## src/rtl/interrupt_controller_if.sv

```systemverilog
// Bus between the interrupt controller, the peripheral request lines and the core.
// The controller uses the slave view; the core side and the bench use the master view.
interface interrupt_controller_if #(
   parameter int NUM_IRQ = 8,
   parameter int VEC_W   = 3
);
   logic [NUM_IRQ-1:0] irq;
   logic [NUM_IRQ-1:0] mask;
   logic               nmi_req;
   logic               INA;
   logic               eoi;
   logic               INT;
   logic               NMI;
   logic               INTD;
   logic               in_service;
   logic [VEC_W-1:0]   active_vec;

   modport slave (
      input  irq, mask, nmi_req, INA, eoi,
      output INT, NMI, INTD, in_service, active_vec
   );

   modport master (
      output irq, mask, nmi_req, INA, eoi,
      input  INT, NMI, INTD, in_service, active_vec
   );
endinterface

```

## src/rtl/interrupt_controller.sv

```systemverilog
// Prioritised interrupt controller: edge-detected requests, serial vector delivery on
// acknowledge, in-service tracking and one level of NMI preemption.
//
// state     | meaning
// ----------+---------------------------------------------------------------
// IDLE      | nothing requested or in service
// REQ       | INT raised, waiting for the core's acknowledge edge
// NMI_REQ   | NMI raised, waiting for the core's acknowledge edge
// SHIFT     | vector being shifted out on INTD, MSB first
// SVC       | maskable interrupt in service, waiting for eoi
// NMI_SVC   | NMI in service, waiting for eoi (returns to SVC when nested)
module interrupt_controller #(
   parameter int NUM_IRQ = 8,
   parameter int VEC_W   = 3
) (
   input  logic                  clk,
   input  logic                  rst_n,
   interrupt_controller_if.slave bus
);

   typedef enum logic [2:0] {
      IDLE,
      REQ,
      NMI_REQ,
      SHIFT,
      SVC,
      NMI_SVC
   } state_t;

   state_t             state;
   logic [NUM_IRQ-1:0] irq_d;
   logic               nmi_d;
   logic               ina_d;
   logic [NUM_IRQ-1:0] pending;
   logic               nmi_pend;
   logic               nested;
   logic [VEC_W-1:0]   shreg;
   logic [VEC_W-1:0]   bit_cnt;
   logic [VEC_W-1:0]   active_vec;

   logic [NUM_IRQ-1:0] irq_rise;
   logic               nmi_rise;
   logic               ina_rise;
   logic [NUM_IRQ-1:0] eligible;
   logic [VEC_W-1:0]   grant_idx;
   logic               take_irq;
   logic               take_nmi;
   logic [NUM_IRQ-1:0] pend_clr;

   assign irq_rise = bus.irq & ~irq_d;
   assign nmi_rise = bus.nmi_req & ~nmi_d;
   assign ina_rise = bus.INA & ~ina_d;
   assign eligible = pending & ~bus.mask;

   // lowest index wins, so scan downwards and let the last hit stick
   always_comb begin
      grant_idx = '0;
      for (int i = NUM_IRQ - 1; i >= 0; i--) begin
         if (eligible[i]) grant_idx = VEC_W'(i);
      end
   end

   assign take_irq = (state == REQ) && !nmi_pend && (eligible != '0) && ina_rise;
   assign take_nmi = (state == NMI_REQ) && ina_rise;
   assign pend_clr = take_irq ? (NUM_IRQ'(1) << grant_idx) : '0;

   always_ff @(posedge clk or negedge rst_n) begin
      if (!rst_n) begin
         state      <= IDLE;
         irq_d      <= '0;
         nmi_d      <= 1'b0;
         ina_d      <= 1'b0;
         pending    <= '0;
         nmi_pend   <= 1'b0;
         nested     <= 1'b0;
         shreg      <= '0;
         bit_cnt    <= '0;
         active_vec <= '0;
      end else begin
         irq_d    <= bus.irq;
         nmi_d    <= bus.nmi_req;
         ina_d    <= bus.INA;
         // a new edge on the same cycle as the clear must survive
         pending  <= (pending & ~pend_clr) | irq_rise;
         nmi_pend <= (nmi_pend & ~take_nmi) | nmi_rise;

         unique case (state)
            IDLE: begin
               if (nmi_pend)               state <= NMI_REQ;
               else if (eligible != '0)    state <= REQ;
            end
            REQ: begin
               if (nmi_pend)               state <= NMI_REQ;
               else if (eligible == '0)    state <= IDLE;
               else if (ina_rise) begin
                  shreg      <= grant_idx;
                  active_vec <= grant_idx;
                  bit_cnt    <= VEC_W'(VEC_W - 1);
                  state      <= SHIFT;
               end
            end
            SHIFT: begin
               if (bit_cnt == '0) begin
                  state <= SVC;
               end else begin
                  bit_cnt <= bit_cnt - 1'b1;
               end
               shreg <= shreg << 1;
            end
            SVC: begin
               if (bus.eoi) begin
                  state <= IDLE;
               end else if (nmi_pend) begin
                  nested <= 1'b1;
                  state  <= NMI_REQ;
               end
            end
            NMI_REQ: begin
               if (ina_rise) state <= NMI_SVC;
            end
            NMI_SVC: begin
               if (bus.eoi) begin
                  nested <= 1'b0;
                  state  <= nested ? SVC : IDLE;
               end
            end
            default: state <= IDLE;
         endcase
      end
   end

   assign bus.INT        = (state == REQ);
   assign bus.NMI        = (state == NMI_REQ);
   assign bus.INTD       = (state == SHIFT) && shreg[VEC_W-1];
   assign bus.in_service = (state == SVC) ||
                           (nested && ((state == NMI_REQ) || (state == NMI_SVC)));
   assign bus.active_vec = active_vec;

endmodule

```

## src/flat_wrapper.sv

```systemverilog
// flat-port wrapper written by rule: the top's interface ports become plain ports
module interrupt_controller_flat 
#(
   parameter int NUM_IRQ = 8,
   parameter int VEC_W   = 3
)
  (clk, rst_n, bus_irq, bus_mask, bus_nmi_req, bus_INA, bus_eoi, bus_INT, bus_NMI, bus_INTD, bus_in_service, bus_active_vec);
  interrupt_controller_if #(.NUM_IRQ(NUM_IRQ), .VEC_W(VEC_W)) bus_i ();
  input  logic clk;
  input  logic rst_n;
  input wire logic [$bits(bus_i.irq)-1:0] bus_irq;
  input wire logic [$bits(bus_i.mask)-1:0] bus_mask;
  input wire logic [$bits(bus_i.nmi_req)-1:0] bus_nmi_req;
  input wire logic [$bits(bus_i.INA)-1:0] bus_INA;
  input wire logic [$bits(bus_i.eoi)-1:0] bus_eoi;
  output wire logic [$bits(bus_i.INT)-1:0] bus_INT;
  output wire logic [$bits(bus_i.NMI)-1:0] bus_NMI;
  output wire logic [$bits(bus_i.INTD)-1:0] bus_INTD;
  output wire logic [$bits(bus_i.in_service)-1:0] bus_in_service;
  output wire logic [$bits(bus_i.active_vec)-1:0] bus_active_vec;
  assign bus_i.irq = bus_irq;
  assign bus_i.mask = bus_mask;
  assign bus_i.nmi_req = bus_nmi_req;
  assign bus_i.INA = bus_INA;
  assign bus_i.eoi = bus_eoi;
  assign bus_INT = bus_i.INT;
  assign bus_NMI = bus_i.NMI;
  assign bus_INTD = bus_i.INTD;
  assign bus_in_service = bus_i.in_service;
  assign bus_active_vec = bus_i.active_vec;
  interrupt_controller #(.NUM_IRQ(NUM_IRQ), .VEC_W(VEC_W)) u_core (.clk(clk), .rst_n(rst_n), .bus(bus_i));
endmodule
```

## config.mk

```make
export PLATFORM = sky130hd
export DESIGN_NAME = interrupt_controller_flat
export DESIGN_NICKNAME = d
export VERILOG_FILES = /design/src/rtl/interrupt_controller_if.sv /design/src/rtl/interrupt_controller.sv /design/src/flat_wrapper.sv
export SDC_FILE = /design/constraint.sdc
export NUM_CORES = 1
export LEC_CHECK = 0
export CORE_UTILIZATION = 45
export DETAILED_ROUTE_END_ITERATION = 12
export GPL_TIMING_DRIVEN = 1
export PLACE_DENSITY_LB_ADDON = 0.12
export REMOVE_ABC_BUFFERS = 1
export SETUP_SLACK_MARGIN = 0.4
export SYNTH_ARGS = -nofsm -noshare
export SYNTH_HDL_FRONTEND = slang
export SYNTH_SLANG_ARGS = --single-unit
```

## constraint.sdc

```tcl
create_clock -name clk -period 1.79 [get_ports clk]
set_input_delay 0.358 -clock clk [delete_from_list [all_inputs] [get_ports clk]]
set_output_delay 0.358 -clock clk [all_outputs]
set_load 0.005 [all_outputs]
```

==> metrics.csv <==
metric,value,unit
drt drc,0,
top-count cell post-synth,dfrtp_1,
Final nets,263,
critical setup path kind,reg2reg,
"top cells by count, synth","32 x dfrtp_1, 16 x inv_1, 13 x nand2_1",
WL per Instance,14.6,um
fin cells,287,
max frequency,564,MHz
P per Cell Area,1120,nW/um^2
initial antenna violation count,0,
Die ar.,3840,um^2
design area,2520,um^2
layout cell share with drive strength beyond 1,42.3,%
FP Rows,21,
Syn Area/Cell,10.1,um^2
sum of negative setup slack,0,ns
# clock sinks,32,
dpl cells,257,
Core Region,3390,um^2
total power,2.82,mW
vias in the first global route,1452,
worst reg2reg path depth,7,
crit path launch type,flop,
Port Buf Inserts,27,
clk_lat worst skew,0.35,ns
register area share after synthesis,49.4,%
Syn Inst Count,161,
via count,1455,
period utilization,99.1,%
Setup-failing EPs final,0,
Max Cap Viol,0,
GPL Wtd Cong,0.849,
Worst Path Arrival,2.02,ns
status,completed,
"CTS clk-pin slew, worst paths",0.11,ns
pin count of the biggest net entering global routing,33,
Crit Path Max Fanout,4,
Synth Flop Type,dfrtp_1,
flip-flop and latch count after synthesis,32,
final worst setup slack,0.0155,ns
DIE WIDTH,62.0,um
root buf cell,clkbuf_4,
Netlist cell types,51,
final hold vios,0,
Worst Hold Class,in2async,
first-pass GRT wire length,6370,um
DR iter-0 viols,45,
diode count,0,
GR Util All Layers,23.3,%
r2r startpoint,u_core.state[2],
Placement Setup Slack,-0.240,ns
utilization after layout,74.3,%
RSZ-0062 raised after global routing,true,
Synth async-reset ratio,100,%
synthesized cell area,1620,um^2
DRT Pass-1 Iters,4,
max-slew violation count,0,
Routed WL,4180,um
Worst IR Drop VDD,0.884,mV
Synth Warn #,0,
Starting Density,47.8,%
Top Ports,28,
Critical Path Source,u_core.state[2],
total congestion overflow,0,
hold slack,0.402,ns
H-tree levels,2,
Yosys top cell area share,49.4,%
Synth area leaders,"dfrtp_1 49%, o21ai_0 3.7%, inv_1 3.7%, nand2_1 3.0%, nand2b_1 2.7%",
dpl hpwl,2720,um
relative slew slack,68.7,%
"EDFF count, synth",0,
Tmin final,1.77,ns
Final Skew,0.00618,ns
largest buffer count on any clock path,2,
Layout Area Growth over Synthesis,55.4,%
CP endpoint kind,flop,
DP Area,2120,um^2
TritonCTS buffer count,5,
antenna-violating nets left,0,
fillers,231,
clock tree from TritonCTS,yes,
post-DR vias/cell,5.07,
worst slew pin tran,0.469,ns
required time worst endpoint,2.03,ns
hold bufs inserted after CTS,0,
Die Y-Extent,62.0,um
post-synth top area cell,dfrtp_1,
leakage,1.15,nW
[where the power goes]
part	total [mW]	switching, mW	leakage [nW]	internal, mW
logic	1.41	0.603	0.773	0.809
registers	0.983	0.117	0.354	0.866
clock network	0.428	0.274	0.0274	0.154
[kinds of logic (layout without fill, tap and decap cells)]
kind of cell	count (synthesis)	count (layout)	synth area share, %
AOI/OAI and AO/OA	40	40	16.8
xor gates and xnor gates	1	1	0.541
DFF	32	32	49.4
adders and majority gates	2	2	1.54
and+or+nand+nor	63	63	24.2
muxes	2	2	1.54
buffers and inverters	21	101	5.95
[critical path, stage by stage (launching register included)]
cell and delay (ns):
dfrtp_2 0.43, buf_6 0.12, buf_6 0.11, nor3_4 0.26, and3_4 0.26, o211ai_1 0.11, nand3b_1 0.19, a22o_1 0.18
[final timing paths]
check                                     to  slack (ns)
setup / recovery           u_core.pending[5]        0.02
hold / removal               u_core.irq_d[5]        0.40
setup reg to reg           u_core.pending[5]        0.02
hold reg to reg            u_core.pending[1]        0.42
max in group asynchronous    u_core.state[0]        1.07
min in group clk           u_core.pending[1]        0.42
[area by class of cell]
class	count	area, um^2	area share, %
Timing Repair Buffer	75	672	26.7
Clock inverter	3	23.8	0.944
Sequential cell	32	805	31.9
Inverter	18	72.6	2.88
Multi-Input combinational cell	108	851	33.8
Tap cell	46	57.6	2.29
Clock buffer	5	37.5	1.49
[per-layer routing]
layer,part of all wire [%],wire [um],global-route usage (%)
met1,43,1780,28.4
met5,0,0,0
met4,2.1,86,8.25
met2,51,2140,38.8
met3,4.1,173,7.25
[cells in the final DEF, fill, tap and decap left out, drive strengths merged, types with 7 or more instances in the layout]
master	n
nand3	8
a21oi	8
buf	51
nand2	15
inv	17
nand2b	7
dfrtp	32
clkdlybuf4s50	20
nor2	10
o21ai	14
[state kept, by name, indices dropped and copies added (netlist names)]
| name | count |
|---|---|
| u_core.ina_d | 1 |
| u_core.pending | 8 |
| u_core.nested | 1 |
| u_core.nmi_pend | 1 |
| u_core.bit_cnt | 3 |
| u_core.state | 3 |
| u_core.shreg | 3 |
| u_core.bus.active_vec | 3 |
| u_core.irq_d | 8 |
| u_core.nmi_d | 1 |
[repair_timing]
action / CTS / global route
buffers inserted: 15 / 7
setup endpoints to repair: 27 / 27
pin swaps: 14 / 8
gates resized for setup: 52 / 19
(Power assumes the default switching activity.)
